$ cat config.mk
export PLATFORM = sky130hd
export DESIGN_NAME = calculator1
export DESIGN_NICKNAME = d
export VERILOG_FILES = /design/src/rtl/calculator1.sv
export SDC_FILE = /design/constraint.sdc
export NUM_CORES = 1
export LEC_CHECK = 0
export ABC_AREA = 1
export CAP_MARGIN = 20
export CORE_MARGIN = 1
export CORE_UTILIZATION = 53
export DETAILED_ROUTE_END_ITERATION = 10
export GPL_TIMING_DRIVEN = 0
export PLACE_DENSITY = 0.83
export SYNTH_ARGS = -nofsm -noshare
export SYNTH_HDL_FRONTEND = slang
export SYNTH_SLANG_ARGS = --single-unit
$ cat constraint.sdc
create_clock -name clk -period 3.45 [get_ports clk]
set_clock_uncertainty 0.2 [all_clocks]
set_input_delay 0.345 -clock clk [delete_from_list [all_inputs] [get_ports clk]]
set_output_delay 0.345 -clock clk [all_outputs]
set_load 0.005 [all_outputs]
$ cat src/rtl/calculator1.sv
// Keypad accumulator with 7-segment entry display and an optional HD44780 LCD writer.
// Define CALC_LCD_EN to build the LCD controller; otherwise the LCD outputs are tied low.
module calculator1 #(
    parameter int LCD_DIV        = 50,
    parameter int LCD_INIT_STEPS = 1000
) (
    input  logic       sw1,
    input  logic       sw2,
    input  logic       sw3,
    input  logic       sw4,
    input  logic       sw5,
    input  logic       sw6,
    input  logic       sw7,
    input  logic       sw8,
    input  logic       sw9,
    input  logic       rst,
    input  logic       sw0,
    input  logic       lrd,
    input  logic       clk,
    output logic [3:0] led,
    output logic [7:0] seg,
    output logic       lcd_e,
    output logic       lcd_rs,
    output logic       lcd_rw,
    output logic [7:0] lcd_data
);

    // Bit 10 is the add key, bits 9..0 are the digit keys.
    logic [10:0] key_raw;
    logic [10:0] sync1, sync2, prev;
    logic [10:0] ev;
    logic        dig_hit;
    logic [3:0]  dig_val;
    logic [3:0]  entry;
    logic [7:0]  acc;

    assign key_raw = {lrd, sw9, sw8, sw7, sw6, sw5, sw4, sw3, sw2, sw1, sw0};

    always_ff @(posedge clk) begin
        if (rst) begin
            sync1 <= '0;
            sync2 <= '0;
            prev  <= '0;
        end else begin
            sync1 <= key_raw;
            sync2 <= sync1;
            prev  <= sync2;
        end
    end

    assign ev = sync2 & ~prev;

    // Scan from the top so the lowest-numbered digit is the last assignment.
    always_comb begin
        dig_hit = 1'b0;
        dig_val = 4'd0;
        for (int i = 9; i >= 0; i--) begin
            if (ev[i]) begin
                dig_hit = 1'b1;
                dig_val = 4'(i);
            end
        end
    end

    always_ff @(posedge clk) begin
        if (rst) begin
            entry <= 4'd0;
            acc   <= 8'd0;
        end else begin
            if (ev[10]) acc <= acc + {4'd0, entry};
            if (dig_hit) entry <= dig_val;
        end
    end

    assign led = entry;

    always_comb begin
        case (entry)
            4'd0:    seg = 8'h3F;
            4'd1:    seg = 8'h06;
            4'd2:    seg = 8'h5B;
            4'd3:    seg = 8'h4F;
            4'd4:    seg = 8'h66;
            4'd5:    seg = 8'h6D;
            4'd6:    seg = 8'h7D;
            4'd7:    seg = 8'h07;
            4'd8:    seg = 8'h7F;
            4'd9:    seg = 8'h6F;
            default: seg = 8'h00;
        endcase
    end

`ifdef CALC_LCD_EN
    localparam int TW = $clog2(LCD_DIV);
    localparam int IW = $clog2(LCD_INIT_STEPS + 16) + 1;

    typedef enum logic [3:0] {
        S_WAIT, S_FSET, S_DON, S_EMODE, S_CLR,
        S_L1CMD, S_L1DAT, S_L2CMD, S_L2DAT
    } lcd_state_t;

    lcd_state_t      state, state_n;
    logic [TW-1:0]   tick;
    logic [IW-1:0]   idx, idx_n;
    logic [4:0]      ci;
    logic            step_end;
    logic            rs_n;
    logic [7:0]      byte_n;
    logic [3:0]      hund, tens, ones;

    assign hund = 4'(acc / 8'd100);
    assign tens = 4'((acc % 8'd100) / 8'd10);
    assign ones = 4'(acc % 8'd10);

    assign step_end = (tick == TW'(LCD_DIV - 1));
    assign ci       = idx_n[4:0];

    always_comb begin
        state_n = state;
        idx_n   = idx;
        if (step_end) begin
            case (state)
                S_WAIT: begin
                    if (idx == IW'(LCD_INIT_STEPS - 1)) begin
                        state_n = S_FSET;
                        idx_n   = '0;
                    end else begin
                        idx_n = idx + 1'b1;
                    end
                end
                S_FSET:  state_n = S_DON;
                S_DON:   state_n = S_EMODE;
                S_EMODE: state_n = S_CLR;
                S_CLR:   state_n = S_L1CMD;
                S_L1CMD: begin
                    state_n = S_L1DAT;
                    idx_n   = '0;
                end
                S_L1DAT: begin
                    if (idx == IW'(15)) state_n = S_L2CMD;
                    idx_n = (idx == IW'(15)) ? '0 : idx + 1'b1;
                end
                S_L2CMD: begin
                    state_n = S_L2DAT;
                    idx_n   = '0;
                end
                S_L2DAT: begin
                    if (idx == IW'(15)) state_n = S_L1CMD;
                    idx_n = (idx == IW'(15)) ? '0 : idx + 1'b1;
                end
                default: begin
                    state_n = S_WAIT;
                    idx_n   = '0;
                end
            endcase
        end
    end

    // Bus value for the step about to start; sampled once so it holds for the whole step.
    always_comb begin
        rs_n   = (state_n == S_L1DAT) || (state_n == S_L2DAT);
        byte_n = 8'h00;
        case (state_n)
            S_FSET:  byte_n = 8'h38;
            S_DON:   byte_n = 8'h0C;
            S_EMODE: byte_n = 8'h06;
            S_CLR:   byte_n = 8'h01;
            S_L1CMD: byte_n = 8'h80;
            S_L2CMD: byte_n = 8'hC0;
            S_L1DAT: begin
                case (ci)
                    5'd0:    byte_n = 8'h49;
                    5'd1:    byte_n = 8'h4E;
                    5'd2:    byte_n = 8'h3A;
                    5'd3:    byte_n = 8'h30 + {4'd0, entry};
                    default: byte_n = 8'h20;
                endcase
            end
            S_L2DAT: begin
                case (ci)
                    5'd0:    byte_n = 8'h53;
                    5'd1:    byte_n = 8'h55;
                    5'd2:    byte_n = 8'h4D;
                    5'd3:    byte_n = 8'h3A;
                    5'd4:    byte_n = 8'h30 + {4'd0, hund};
                    5'd5:    byte_n = 8'h30 + {4'd0, tens};
                    5'd6:    byte_n = 8'h30 + {4'd0, ones};
                    default: byte_n = 8'h20;
                endcase
            end
            default: byte_n = 8'h00;
        endcase
    end

    always_ff @(posedge clk) begin
        if (rst) begin
            state    <= S_WAIT;
            idx      <= '0;
            tick     <= '0;
            lcd_rs   <= 1'b0;
            lcd_data <= 8'h00;
        end else begin
            tick <= step_end ? '0 : tick + 1'b1;
            if (step_end) begin
                state    <= state_n;
                idx      <= idx_n;
                lcd_rs   <= rs_n;
                lcd_data <= byte_n;
            end
        end
    end

    assign lcd_e  = (state != S_WAIT) && (tick >= TW'(1)) && (tick <= TW'(LCD_DIV / 2 - 1));
    assign lcd_rw = 1'b0;
`else
    assign lcd_e    = 1'b0;
    assign lcd_rs   = 1'b0;
    assign lcd_rw   = 1'b0;
    assign lcd_data = 8'h00;
`endif

endmodule

Word level (Yosys, flattened, before mapping). Memory sizes are Yosys's and may differ from the RTL's. A register that Yosys moved wholly into a read port is not among the register bits. Index checks and enable logic that the tools add are counted.

Register bits after elaboration: 34. Bits in read-only memories: 112. Latch bits: 0. Output and inout bits: 23. Memories: 1. Logic and storage cells: 29. Bits in writable memories: 0.

Multiplexer cells: 22. Add/subtract/negate cells: 0. Bitwise logic cells: 2. Div/mod/pow operators: 0. Shift operators: 0. Eq/ne operators: 0. Reduce and logical (&&, ||, !) cells: 0. $mul: 0. Magnitude comparators: 0.

Memory list: (name not given) (depth 16, bits a word 7, rd ports 1, clocked after Yosys merged registers in 1, write ports 0, line 78) `case (entry)`.

Operator list (number): $mux W4 (12); $and A10 B10 Y10 (1); $mux W1 (10); $not A10 Y10 (1).

Depth between registers and ports, before layout. Gate-level depths: netlist of the first run.

Word-level depth: 14. Depth in mapped cells: 19. Depth with buffers taken out: 19.

Least setup slack after synthesis of the first run. OpenSTA, ideal clock, no wires.

Path type: register to register. Start: register sync2[6]. End: register, netlist name seg[6]. Clock period less this slack: 1.969 ns. Buffers on the path: 0. Setup time: 0.063 ns. Arrival time: 1.706 ns. Setup slack: 1.481 ns. Cell stages (with the launch flop): 15. Data required time: 3.187 ns. Cells stage by stage: dfxtp_1 -> inv_1 -> or2_4 -> nand2_2 -> nor2_4 -> nand3_2 -> nor2_1 -> nor2_1 -> nand2_1 -> inv_1 -> ha_1 -> or2_0 -> o21ai_0 -> nand2_1 -> nand2_1.

Word-level cells in the longest chain between the ends: 10. Elaborated cells on any way between the ends: 17.

Ends and longest elaborated chain: from (decl) (line 30) `logic [10:0] sync1, sync2, prev;`; from (signal assigned) (line 46) `sync2 <= sync1;`; $and A10 B10 Y10 * (line 51) `assign ev = sync2 & ~prev;`; $mux W4 or $mux W1 (tied branches) (7 in a row) (line 58) `if (ev[i]) begin`; $mux W4 (no source line) * (2 in a row).

Every way passes the cells marked *; elsewhere a longest branch is shown, timed or not. A chain may end at the register's enable or synchronous reset.

Final worst setup path of the first run.
Start: register sync2[6]. End: register, netlist name seg[3].

Word-level cells in the longest chain between the ends: 10. Elaborated cells on any way between the ends: 17.

Ends and longest elaborated chain (line): $and A10 B10 Y10 * (51); $mux W4 or $mux W1 (tied branches) (7 in a row) (58); $mux W4 (no source line) * (2 in a row).

Marked as above.

==> results of run 1 <==
-- final timing paths --
kind / endpoint / slack [ns]
max: seg[3]$_DFF_P_ / 1.16
min: sync2[1]$_SDFF_PP0_ / 0.20
max reg2reg: seg[3]$_DFF_P_ / 1.16
min reg2reg: sync2[1]$_SDFF_PP0_ / 0.20
-- layer usage --
metal / global-route usage, % / part of all wire, % / vias to the layer above
met2: 30.0 / 53 / 34
met1: 15.0 / 41 / 516
met3: 6.92 / 4.3 / 2
met4: 7.14 / 0.83 / 0
met5: 0 / 0 / -
li1: - / - / 644
-- synthesized netlist by cell type, types with 2 or more instances --
| cell type | count |
|---|---|
| or2_0 | 2 |
| inv_1 | 41 |
| nand3_1 | 6 |
| nand2_2 | 4 |
| ha_1 | 6 |
| nor2_1 | 33 |
| nand2_1 | 31 |
| buf_4 | 12 |
| dfxtp_1 | 41 |
| o21ai_0 | 5 |
| clkbuf_1 | 3 |
| nand2_4 | 2 |
| or2_4 | 6 |
| inv_2 | 3 |
-- power by group --
group	switching [mW]	internal [mW]	leakage, nW	total, mW
Clock	0.139	0.118	0.0413	0.257
Sequential	0.00979	0.507	0.338	0.517
Combinational	0.0840	0.0898	0.684	0.174
Total	0.233	0.715	1.06	0.948
-- worst reg2reg max path: stages (launching register included) --
cell	delay (ns)
dfxtp_1	0.31
inv_1	0.07
or2_4	0.12
nand2_2	0.06
nor2_4	0.21
nand3_2	0.13
nor2_1	0.10
nor2_1	0.06
nand2_1	0.19
inv_1	0.09
ha_1	0.18
or2_0	0.26
o21ai_0	0.11
nand2_1	0.08
nand2_1	0.06
-- cells by family (layout without fill, tap and decap cells) --
family | after synthesis | after routing | share of synthesized area (%)
simple gates | 89 | 89 | 26.1
other cells | 1 | 12 | 0.224
fa+ha+maj | 6 | 6 | 4.48
compound gates | 8 | 8 | 4.26
flops | 41 | 41 | 49.0
buf+inv | 59 | 89 | 15.9
-- sequential cells by signal, indices dropped and copies added (netlist names) --
name	cells
sync2	10
sync1	10
seg	7
prev	10
led	4
-- per-stage QoR --
stage | cell area, µm² | instances
finish | 2060 | 289
global route | 2060 | 289
CTS | 2060 | 289
detailed placement | 1990 | 281
global placement | 1990 | 281
floorplan | 1720 | 215
-- final cells by class --
| type | count | area [µm²] |
|---|---|---|
| multi-input cells | 115 | 628 |
| inverters | 44 | 165 |
| repair buffers | 22 | 220 |
| flip-flops and latches | 41 | 821 |
| clock inverters | 1 | 5.00 |
| plain buffers | 15 | 101 |
| fillers | 239 | 967 |
| well taps | 44 | 55.1 |
| clock buffers | 7 | 65.1 |
==> impl_metrics.tcl, run 1 <==
set metrics [dict create \
    status "finished, final reports clean" \
    drt_pass1_iterations 4 \
    synth_edf_count 0 \
    clock-sinks 41 \
    grt_pass1_wl_mm 4.03 \
    clkLatencyLatePin_ns 0.33 \
    port_buffers 22 \
    critical_path_arrival_ns 2.36 \
    hp-start "sync1[1]$_SDFF_PP0_" \
    timing.hold.ws_ns 0.201 \
    finalHoldViolCount 0 \
    cp_slowest_cell "dfxtp_1" \
    slew_violations 0 \
    die-height_um 58.2 \
    drt-total-wl_mm 2.29 \
    final_cell_mix "41 x inv_1, 41 x dfxtp_1, 33 x nor2_1" \
    die_area_um2 3390 \
    startpoint "sync2[6]$_SDFF_PP0_" \
    path_common_cell "nand2_1" \
    htreeDepth 2 \
    num_antenna_cells 0 \
    synth_ff_type "dfxtp_1" \
    max_stage_delay_ns 0.31 \
    cts_buffer_depth 2 \
    yosys.area.top_type_share_pct 49.0 \
    timing.final.crit_share_pct 66.5 \
    hp-class "register to register" \
    syn-instance-count 204 \
    drive_gt1_share_pct 16.7 \
    crit_required_ns 3.52 \
    start_kind "register" \
    total_leakage_power_nw 1.06 \
    critPathBufInv 2 \
    crit_cells 14 \
    syn_area_per_cell_um2 8.21 \
    cts_tree "done" \
    end_kind "register" \
    drv_cap 0 \
    async_reset_ff_share_pct 0 \
    grt_pass1_vias 1085 \
    setup-violations-final 0 \
    path_clk_slew_ns 0.11 \
    cts_hold_buf 0 \
    max_freq_mhz 436 \
    yosysTopAreaCell "dfxtp_1" \
    core_area_um2 3030 \
    cts_buffers 5 \
    drc_errors 0 \
    worst_slack_ns 1.16 \
    row_count 20 \
    synth.distinct_cells 23 \
    finalCoreUtilization_pct 68.1 \
    wl_per_cell_um 7.91 \
    die_w_um 58.2 \
    cts_root_buffer "clkbuf_4" \
    crit_fanout 6 \
    critical_path_class "register to register" \
    cts_resized 0 \
    min_period_ns 2.29 \
    power.density_nw_per_um2 460 \
    grt_overflow_total 0 \
    power_uw 948 \
    fin_tns_setup_ns 0 \
    rsz0062_at_grt "no" \
    vias 1196 \
    critPathTopFamily "simple AND/OR/NAND/NOR gates" \
    synth_warnings 0 \
    peakVddDrop_mv 0.326 \
    reg2regPathDepth 14 \
    yosysSeqAreaShare_pct 49.0 \
    routabilityCongestion 0.795 \
    r2r_start "sync2[6]$_SDFF_PP0_" \
    track_usage_pct 16.1 \
    synth_seq_cells 41 \
    worstHoldPathCells 2 \
    hpwl_mm 1.78 \
    via_per_inst 4.14 \
    postRouteAntennaNets 0 \
    dr.first_iter.drc_count 23 \
    start_util_pct 55.3 \
    synth_area_um2 1670 \
    ios 36 \
    nets 263 \
    post_cts_buffers 0 \
    synth.area.top_cells "dfxtp_1 49%, inv_1 9.2%, nor2_1 7.4%" \
    grt_start_max_net_pins 13 \
    antenna_found_initial 0 \
    dp_slack_ns 1.19 \
    crit_path_cell_trace "inv_1, or2_4, nand2_2, nor2_4, nand3_2, nor2_1, nor2_1, nand2_1, inv_1, ha_1, or2_0, o21ai_0, nand2_1, nand2_1" \
    areaGrowthSynthToFinish_pct 23.1 \
]
Note: power is estimated with default switching activity, not from simulation.
==> run 2, diff against run 1 <==
CORE_UTILIZATION = 49   (was 53)
PLACE_DENSITY = 0.77   (was 0.83)
clock period = 2.4 ns   (was 3.45 ns; I/O delays follow)
==> run 2 against run 1 <==
Net effect:
- design area increased by 1.7%
- setup slack got worse by 0.95 ns
- final cell count unchanged
- via count decreased by 3.7%
- critical path depth decreased by 2
- global-route usage decreased by 0.98 points
- core utilization decreased by 1.6 points
- non-clock buffer count unchanged
- sequential share of layout area decreased by 0.67 points
- register-to-register slack got worse by 0.95 ns
- hold slack got worse by 0.0090 ns
- combinational power increased by 44%
- critical path type unchanged
==> impl_metrics.tcl, run 2 (synthesis results as in run 1) <==
set metrics [dict create \
    status "finished, final reports clean" \
    min_period_ns 2.19 \
    timing.hold.ws_ns 0.192 \
    post_cts_buffers 0 \
    crit_fanout 7 \
    clkLatencyLatePin_ns 0.34 \
    dr.first_iter.drc_count 15 \
    vias 1152 \
    crit_required_ns 2.48 \
    cts_tree "done" \
    start_kind "register" \
    drt-total-wl_mm 2.23 \
    end_kind "register" \
    grt_start_max_net_pins 14 \
    drt_pass1_iterations 4 \
    timing.final.crit_share_pct 91.2 \
    final-instance-count-excl-fill 289 \
    slew_violations 0 \
    cts_buffers 5 \
    reg.largest.list "prev: 10 flops, sync1: 10 flops, sync2: 10 flops" \
    wl_per_cell_um 7.71 \
    routabilityCongestion 0.838 \
    peakVddDrop_mv 0.452 \
    drive_gt1_share_pct 17.1 \
    start_util_pct 53.1 \
    port_buffers 22 \
    fin_tns_setup_ns 0 \
    ios 36 \
    core_area_um2 3150 \
    die_w_um 60.5 \
    finalCoreUtilization_pct 66.5 \
    final_cell_mix "41 x inv_1, 41 x dfxtp_1, 33 x nor2_1" \
    grt_pass1_wl_mm 3.93 \
    power.density_nw_per_um2 729 \
    postRouteAntennaNets 0 \
    critical_path_class "register to register" \
    cts_buffer_depth 2 \
    hp-class "primary input to register" \
    finalHoldViolCount 0 \
    antenna_found_initial 0 \
    via_per_inst 3.99 \
    num_antenna_cells 0 \
    grt_pass1_vias 986 \
    cts_root_buffer "clkbuf_4" \
    die_area_um2 3650 \
    track_usage_pct 15.1 \
    setup-violations-final 0 \
    row_count 20 \
    total_leakage_power_nw 1.08 \
    areaGrowthSynthToFinish_pct 25.2 \
    path_clk_slew_ns 0.12 \
    placed_cells 281 \
    hpwl_mm 1.67 \
    nets 263 \
    drv_cap 0 \
    clock-sinks 41 \
    drc_errors 0 \
    die-height_um 60.5 \
    critical_path_arrival_ns 2.27 \
    rsz0062_at_grt "no" \
    fillers 279 \
    htreeDepth 2 \
    max_freq_mhz 457 \
    grt_overflow_total 0 \
]
## run 2: changes by cell type in the layout (fill, tap and decap cells not counted)
cell / delta
bufinv_16: +2
clkbuf_8: -2
nand2_1: -1
nand2_2: +1
## run 2: cell type report
class	count	area (µm²)	share of cell area (%)
Tap cell	44	55.1	2.63
Clock buffer	5	37.5	1.79
Clock inverter	3	65.1	3.10
Buffer	15	101	4.84
Inverter	44	165	7.88
Sequential cell	41	821	39.2
Timing Repair Buffer	22	220	10.5
Multi-Input combinational cell	115	631	30.1
## run 2: critical path, cell delays in order (launching register included)
cell,delay (ns)
dfxtp_1,0.32
inv_1,0.06
or2_4,0.11
nand2_2,0.06
nor2_4,0.21
nand4_1,0.12
nand3_1,0.26
inv_1,0.13
ha_1,0.21
or2_0,0.24
o21ai_0,0.08
nand2_1,0.08
nand2_1,0.07
## run 2: metrics by stage
stage               area (µm²)  setup slack (ns)  power [mW]
finish                    2100             0.210        1.53
global route              2100            0.0167        1.62
CTS                       2090             0.164        1.54
detailed placement        1990             0.234        1.01
global placement          1990             0.234       0.999
floorplan                 1720             0.431       0.909
## run 2: power breakdown
part | internal [mW] | total [mW] | leakage [nW] | switching (mW)
Clock | 0.323 | 0.535 | 0.0552 | 0.212
Sequential | 0.729 | 0.743 | 0.338 | 0.0137
Combinational | 0.130 | 0.250 | 0.685 | 0.120
Total | 1.18 | 1.53 | 1.08 | 0.346
## run 2: path summary, 6_finish.rpt
path              slack (ns)                  end  cells after the start                 from
setup / recovery        0.21       seg[6]$_DFF_P_                     12  sync2[6]$_SDFF_PP0_
hold / removal          0.19  sync1[4]$_SDFF_PP0_                      3                  sw4
setup reg to reg        0.21       seg[6]$_DFF_P_                     12  sync2[6]$_SDFF_PP0_
hold reg to reg         0.21  sync2[8]$_SDFF_PP0_                      2  sync1[8]$_SDFF_PP0_
## run 2: timing repair
| action | in CTS | in global routing |
|---|---|---|
| resized for setup | 0 | 1 |
| hold buffers | 0 | 0 |
| endpoints found under the hold margin | 0 | 0 |
| endpoints found under the setup margin | 0 | 1 |
## run 2: layer usage
metal | vias to the layer above | global-route usage [%] | part of all wire, %
li1 | 639 | - | -
met1 | 481 | 15.9 | 44
met2 | 28 | 26.1 | 49
met3 | 4 | 6.40 | 5.0
met4 | 0 | 7.14 | 1.6
met5 | - | 0 | 0
